`src/rtl/grapheme_lb_ctrl_if.sv`:
```
// Local-bus port bundle for the grapheme node register decoder.
// Master issues one-cycle read/write strobes. The slave always accepts and answers exactly one cycle later.
interface grapheme_lb_ctrl_if #(
  parameter int LB_DATA_W = 32,
  parameter int LB_ADDR_W = 6
);
  // Handshake: lb_wr_en / lb_rd_en are single-cycle strobes with no ready/backpressure.
  // lb_wr_valid / lb_rd_valid pulse for one cycle, exactly one cycle after the strobe.
  // lb_rd_data is qualified by lb_rd_valid and holds its value between reads.
  logic                 lb_wr_en;
  logic                 lb_rd_en;
  logic [LB_ADDR_W-1:0] lb_addr;
  logic [LB_DATA_W-1:0] lb_wr_data;
  logic                 lb_wr_valid;
  logic                 lb_rd_valid;
  logic [LB_DATA_W-1:0] lb_rd_data;

  modport master (
    output lb_wr_en, lb_rd_en, lb_addr, lb_wr_data,
    input  lb_wr_valid, lb_rd_valid, lb_rd_data
  );

  modport slave (
    input  lb_wr_en, lb_rd_en, lb_addr, lb_wr_data,
    output lb_wr_valid, lb_rd_valid, lb_rd_data
  );
endinterface

```
`src/rtl/grapheme_lb_ctrl.sv`:
```
// LB register decoder for NUM_NODES grapheme nodes: enable/clear control, status readback, sticky IRQs.
// Define GRAPHEME_LB_IRQ_EN to build the IRQ_STAT/IRQ_MASK registers and the irq output.
module grapheme_lb_ctrl #(
  parameter string                MODULE_NAME     = "GRAPHEME_LB_CTRL",
  parameter int                   NUM_NODES       = 4,
  parameter int                   LB_DATA_W       = 32,
  parameter int                   LB_ADDR_W       = 6,
  parameter int                   CLR_PULSE_W     = 4,
  parameter logic [LB_DATA_W-1:0] DEFAULT_REG_VAL = 'hdeadbabe
) (
  input  logic                 clk,
  input  logic                 rst_n,
  grapheme_lb_ctrl_if.slave    lb,
  output logic [NUM_NODES-1:0] gnode_en,
  output logic [NUM_NODES-1:0] gnode_clear_flags,
  input  logic [LB_DATA_W-1:0] gnode_status [NUM_NODES],
  input  logic [NUM_NODES-1:0] gnode_event,
  output logic                 irq
);
  localparam int               NODE_W   = LB_ADDR_W - 2;
  localparam int               CNT_W    = $clog2(CLR_PULSE_W + 1);
  localparam logic [CNT_W-1:0] CNT_LOAD = CNT_W'(CLR_PULSE_W);

  logic [NODE_W-1:0]    node_idx;
  logic [1:0]           reg_idx;
  logic                 mapped;
  logic [NUM_NODES-1:0] node_sel;
  logic [NUM_NODES-1:0] ctrl_wr;
  logic [CNT_W-1:0]     clr_cnt [NUM_NODES];
  logic [LB_DATA_W-1:0] rd_word;
  logic                 wr_valid_q;
  logic                 rd_valid_q;
  logic [LB_DATA_W-1:0] rd_data_q;
  logic                 unused_wr_bits;

  assign node_idx       = lb.lb_addr[LB_ADDR_W-1:2];
  assign reg_idx        = lb.lb_addr[1:0];
  // Extra bit so NUM_NODES == 2**NODE_W does not wrap to zero in the compare.
  assign mapped         = {1'b0, node_idx} < (NODE_W + 1)'(NUM_NODES);
  assign unused_wr_bits = ^lb.lb_wr_data[LB_DATA_W-1:2];

  assign lb.lb_wr_valid = wr_valid_q;
  assign lb.lb_rd_valid = rd_valid_q;
  assign lb.lb_rd_data  = rd_data_q;

  always_comb begin
    node_sel          = '0;
    ctrl_wr           = '0;
    gnode_clear_flags = '0;
    for (int n = 0; n < NUM_NODES; n++) begin
      node_sel[n]          = mapped && (node_idx == NODE_W'(n));
      ctrl_wr[n]           = lb.lb_wr_en && node_sel[n] && (reg_idx == 2'd0);
      gnode_clear_flags[n] = (clr_cnt[n] != '0);
    end
  end

`ifdef GRAPHEME_LB_IRQ_EN
  logic [NUM_NODES-1:0] irq_stat;
  logic [NUM_NODES-1:0] irq_mask;
  logic [NUM_NODES-1:0] stat_w1c;
  logic [NUM_NODES-1:0] mask_wr;

  always_comb begin
    stat_w1c = '0;
    mask_wr  = '0;
    for (int n = 0; n < NUM_NODES; n++) begin
      stat_w1c[n] = lb.lb_wr_en && node_sel[n] && (reg_idx == 2'd2) && lb.lb_wr_data[0];
      mask_wr[n]  = lb.lb_wr_en && node_sel[n] && (reg_idx == 2'd3);
    end
  end

  // A new event outranks a same-cycle W1C so no event is ever lost.
  always_ff @(posedge clk) begin
    if (!rst_n) begin
      irq_stat <= '0;
      irq_mask <= '0;
      irq      <= 1'b0;
    end else begin
      irq_stat <= gnode_event | (irq_stat & ~stat_w1c);
      for (int n = 0; n < NUM_NODES; n++) begin
        if (mask_wr[n]) irq_mask[n] <= lb.lb_wr_data[0];
      end
      irq <= |(irq_stat & irq_mask);
    end
  end
`else
  logic unused_event;
  assign unused_event = ^gnode_event;
  assign irq          = 1'b0;
`endif

  // Read mux sees pre-write register values, so a same-cycle read returns old data.
  always_comb begin
    rd_word = DEFAULT_REG_VAL;
    for (int n = 0; n < NUM_NODES; n++) begin
      if (node_sel[n]) begin
        case (reg_idx)
          2'd0: begin
            rd_word      = '0;
            rd_word[1:0] = {gnode_clear_flags[n], gnode_en[n]};
          end
          2'd1: rd_word = gnode_status[n];
`ifdef GRAPHEME_LB_IRQ_EN
          2'd2: begin
            rd_word    = '0;
            rd_word[0] = irq_stat[n];
          end
          2'd3: begin
            rd_word    = '0;
            rd_word[0] = irq_mask[n];
          end
`endif
          default: rd_word = DEFAULT_REG_VAL;
        endcase
      end
    end
  end

  always_ff @(posedge clk) begin
    if (!rst_n) begin
      wr_valid_q <= 1'b0;
      rd_valid_q <= 1'b0;
      rd_data_q  <= '0;
      gnode_en   <= '0;
      for (int n = 0; n < NUM_NODES; n++) clr_cnt[n] <= '0;
    end else begin
      wr_valid_q <= lb.lb_wr_en;
      rd_valid_q <= lb.lb_rd_en;
      if (lb.lb_rd_en) rd_data_q <= rd_word;
      for (int n = 0; n < NUM_NODES; n++) begin
        if (ctrl_wr[n]) gnode_en[n] <= lb.lb_wr_data[0];
        // Reload on every clr write, which stretches a pulse already in flight.
        if (ctrl_wr[n] && lb.lb_wr_data[1]) clr_cnt[n] <= CNT_LOAD;
        else if (clr_cnt[n] != '0)          clr_cnt[n] <= clr_cnt[n] - CNT_W'(1);
      end
    end
  end
endmodule

```
`src/flat_wrapper.sv`:
```
// flat-port wrapper written by rule: the top's interface ports become plain ports
module grapheme_lb_ctrl_flat 
#(
  parameter string                MODULE_NAME     = "                ",
  parameter int                   NUM_NODES       = 4,
  parameter int                   LB_DATA_W       = 32,
  parameter int                   LB_ADDR_W       = 6,
  parameter int                   CLR_PULSE_W     = 4,
  parameter logic [LB_DATA_W-1:0] DEFAULT_REG_VAL = 'hdeadbabe
)
  (clk, rst_n, gnode_en, gnode_clear_flags, gnode_status, gnode_event, irq, lb_lb_wr_en, lb_lb_rd_en, lb_lb_addr, lb_lb_wr_data, lb_lb_wr_valid, lb_lb_rd_valid, lb_lb_rd_data);
  grapheme_lb_ctrl_if #(.LB_DATA_W(LB_DATA_W), .LB_ADDR_W(LB_ADDR_W)) lb_i ();
  input  logic clk;
  input  logic rst_n;
  output logic [NUM_NODES-1:0] gnode_en;
  output logic [NUM_NODES-1:0] gnode_clear_flags;
  input  logic [LB_DATA_W-1:0] gnode_status[NUM_NODES];
  input  logic [NUM_NODES-1:0] gnode_event;
  output logic irq;
  input wire logic [$bits(lb_i.lb_wr_en)-1:0] lb_lb_wr_en;
  input wire logic [$bits(lb_i.lb_rd_en)-1:0] lb_lb_rd_en;
  input wire logic [$bits(lb_i.lb_addr)-1:0] lb_lb_addr;
  input wire logic [$bits(lb_i.lb_wr_data)-1:0] lb_lb_wr_data;
  output wire logic [$bits(lb_i.lb_wr_valid)-1:0] lb_lb_wr_valid;
  output wire logic [$bits(lb_i.lb_rd_valid)-1:0] lb_lb_rd_valid;
  output wire logic [$bits(lb_i.lb_rd_data)-1:0] lb_lb_rd_data;
  assign lb_i.lb_wr_en = lb_lb_wr_en;
  assign lb_i.lb_rd_en = lb_lb_rd_en;
  assign lb_i.lb_addr = lb_lb_addr;
  assign lb_i.lb_wr_data = lb_lb_wr_data;
  assign lb_lb_wr_valid = lb_i.lb_wr_valid;
  assign lb_lb_rd_valid = lb_i.lb_rd_valid;
  assign lb_lb_rd_data = lb_i.lb_rd_data;
  grapheme_lb_ctrl #(.MODULE_NAME(MODULE_NAME), .NUM_NODES(NUM_NODES), .LB_DATA_W(LB_DATA_W), .LB_ADDR_W(LB_ADDR_W), .CLR_PULSE_W(CLR_PULSE_W), .DEFAULT_REG_VAL(DEFAULT_REG_VAL)) u_core (.clk(clk), .rst_n(rst_n), .lb(lb_i), .gnode_en(gnode_en), .gnode_clear_flags(gnode_clear_flags), .gnode_status(gnode_status), .gnode_event(gnode_event), .irq(irq));
endmodule
```
`config.mk`:
```
export PLATFORM = sky130hd
export DESIGN_NAME = grapheme_lb_ctrl_flat
export DESIGN_NICKNAME = d
export VERILOG_FILES = /design/src/rtl/grapheme_lb_ctrl_if.sv /design/src/rtl/grapheme_lb_ctrl.sv /design/src/flat_wrapper.sv
export SDC_FILE = /design/constraint.sdc
export NUM_CORES = 1
export LEC_CHECK = 0
export BUFFER_PORTS_ARGS = -buffer_cell sky130_fd_sc_hd__buf_4
export CAP_MARGIN = 25
export CELL_PAD_IN_SITES_DETAIL_PLACEMENT = 0
export CELL_PAD_IN_SITES_GLOBAL_PLACEMENT = 1
export CORE_UTILIZATION = 29
export CTS_BUF_LIST = sky130_fd_sc_hd__clkbuf_4 sky130_fd_sc_hd__clkbuf_8 sky130_fd_sc_hd__clkbuf_16
export CTS_CLUSTER_DIAMETER = 120
export DETAILED_ROUTE_END_ITERATION = 6
export PLACE_DENSITY_LB_ADDON = 0.1
export SYNTH_ARGS = -nofsm -noshare
export SYNTH_HDL_FRONTEND = slang
export SYNTH_SLANG_ARGS = --single-unit
```
`constraint.sdc`:
```
create_clock -name clk -period 2.6 [get_ports clk]
set_input_delay 0.78 -clock clk [delete_from_list [all_inputs] [get_ports clk]]
set_output_delay 0.78 -clock clk [all_outputs]
set_load 0.01 [all_outputs]
```
==> results.cfg <==
[clock_tree]
cts-htree-levels = 2
post_cts.repair.setup_buffers = 0
worstSkewPairLatency_ps = 300
cts.sinks = 50
cts_buffers = 5
clockBufferDepth = 2
cts_hold_buf = 0
post_cts_resized = 0
cts_root_buf = clkbuf_8
cts_tree = built
path_clk_slew_ps = 90

[power]
total_power_mw = 2.31
p_per_area_mw_per_mm2 = 492
p_leak_nw = 2.06
irDropWorstVdd_v = 0.000261

[logic_synthesis]
synth_compound_area_share_pct = 23.4
synth_edf_count = 12
synth_top_cell_by_area = dfxtp_1
synth_seq_cells = 50
yosysWarningCount = 0
ys_types = 42
synthXorXnorAreaFrac_pct = 0
synthCells = 346
synth_ff_type = dfxtp_1
synth_adder_area_share_pct = 3.21
ys_seq_area_share_pct = 36.0
synthTopCellsByCount = a21oi_1, dfxtp_1, o21ai_0, inv_1, nor2_1
yosys-top-cells-area = dfxtp_1, edfxtp_1, a21oi_1
yosys.area_share.simple_pct = 15.9
synth_top_family_by_area = compound AO/OA/AOI/OAI gates
netlist_area_sq_mm = 0.00312
postSynthAreaPerCell_sq_um = 9.01
synthMuxAreaShare_pct = 13.9
synth_top_area_share_pct = 24.4
syn_nets = 528
synth_most_common_cell = a21oi_1
async_flop_share_pct = 0

[global_route]
grt_max_degree = 52
grt_pass1_wl_um = 17200
gr-total-overflow = 0
antenna_found_initial = 0
first_global_vias = 3458
grt.total_usage_pct = 19.4

[layout]
layout-area-overhead-vs-synth_pct = 50.8
drive_above_1_share_pct = 43.1
layout.nets = 701
layoutNonFillerInstCount = 656
n_antenna_cell = 0

[drt]
wl_met1_um = 4440
wl_um = 10500
routedWlPerCell_um = 16.0
firstDrtPassIters = 4
wl_met2_um = 5190
drt-vias-per-instance = 5.01
drt_iter0_markers = 99
detail-route-antenna-nets = 0
met3_length_um = 784
topRoutingLayerUsed = met4
via_count = 3287
remaining_drc_errors = 0

[timing]
setup_viol = 0
tns_ps = 0
finalHoldViolations = 0
slew_violations = 0
min_period_over_period_pct = 78.9
rsz0062_at_grt = no
period_minus_slack_ps = 2050
fmax_mhz = 488
finClkSkew_ps = 3.63
holdWs_ps = 487

[place]
portBuffers = 181
dpl.cell_count = 648
gp_congestion = 0.713
dp.final_hpwl_um = 7750

[setup_path]
critPathMaxFanout = 3
crit_type = reg -> out
worst_r2r_endpoint = u_core.lb.lb_rd_data[1]
cp.required_ps = 1820
cp-start-kind = register
crit_path_start = u_core.clr_cnt[3][0]
crit_path_end = gnode_clear_flags[3]
rrSetupSlack_ps = 760
r2r_start = u_core.clr_cnt[3][0]
cp-end-kind = output pin
rr_worst_depth = 6
worstPathArrival_ps = 1270

[floorplan]
die_height_um = 106
rows = 37
start_util_pct = 30.1
dieArea_sq_mm = 0.0112
core-area_sq_mm = 0.0104
die_width_um = 106
ios = 217

[flow_run]
drv_cap = 0

[min_path]
hp-class = reg -> reg
min_from = u_core.gnode_en[2]

[outcome]
outcome = completed
[worst max-delay path: stages, from the launching register on]
cell      delay (ps)
edfxtp_1         390
inv_1             90
ha_1             200
nand2b_1         130
buf_4            170
[layer usage]
layer / vias up / GRT usage (%)
li1: 1630 / -
met1: 1534 / 23.5
met2: 118 / 34.4
met3: 5 / 5.57
met4: 0 / 2.98
met5: - / 0
[worst min-delay path by stage]
stage | to | depth (start not counted)
floorplan | u_core.gnode_en[2] | 2
global placement | u_core.gnode_en[2] | 2
detailed placement | u_core.gnode_en[2] | 2
CTS | u_core.gnode_en[2] | 2
global route | u_core.lb.lb_rd_data[0] | 2
finish | u_core.gnode_en[2] | 2
[where the power goes]
part           switching [mW]  internal [mW]  total [mW]  leakage [nW]
Clock                   0.267          0.197       0.463        0.0460
Combinational           0.414          0.439       0.853          1.57
Sequential             0.0532          0.943       0.996         0.447
[cells by family (layout without fill, tap and decap cells)]
kind of cell | after synthesis | after routing
AOI/OAI and AO/OA | 115 | 115
other | 1 | 1
and+or+nand+nor | 85 | 85
DFF | 50 | 50
adders and majority gates | 8 | 8
muxes | 37 | 37
buffers and inverters | 50 | 224
[registers in the layout (all words and copies together) (netlist names)]
register	flops
u_core.clr_cnt	12
u_core.gnode_en	4
u_core.lb.lb_rd_data	32
u_core.lb.lb_rd_valid	1
u_core.lb.lb_wr_valid	1
[placed cells by master (no fill, tap or decap), types with 4 or more instances in the layout]
| cell | count |
|---|---|
| o221ai_1 | 16 |
| a21boi_0 | 6 |
| nor2_1 | 20 |
| nand2_1 | 14 |
| o21ai_0 | 23 |
| mux2i_1 | 4 |
| a21oi_1 | 40 |
| clkbuf_8 | 5 |
| nand2b_1 | 6 |
| edfxtp_1 | 12 |
| nand3_1 | 14 |
| mux2_1 | 16 |
| dfxtp_1 | 38 |
| and2_1 | 11 |
| inv_1 | 20 |
| ha_1 | 8 |
| nand4b_1 | 4 |
| o22ai_1 | 10 |
| mux2_2 | 15 |
| o32ai_1 | 9 |
| a221oi_1 | 5 |
| buf_4 | 195 |
[stage by stage]
| step | instance area, sq um | util [%] | setup slack [ps] |
|---|---|---|---|
| 2_1_floorplan | 3120 | - | 392 |
| 3_3_place_gp | 4620 | 44.5 | 314 |
| 3_5_place_dp | 4620 | 44.5 | 294 |
| 4_1_cts | 4700 | 45.3 | 529 |
| 5_1_grt | 4700 | 45.3 | 433 |
| 6_report | 4700 | 45.3 | 549 |
[cell type report]
| type | count | area, sq um |
|---|---|---|
| fillers | 1050 | 5670 |
| repair buffers | 196 | 1480 |
| inverters | 20 | 75.1 |
| multi-input cells | 246 | 1770 |
| well taps | 136 | 170 |
| clock buffers | 6 | 76.3 |
| flip-flops and latches | 50 | 1120 |
| clock inverters | 2 | 8.76 |
Note: power is estimated with default switching activity, not from simulation.
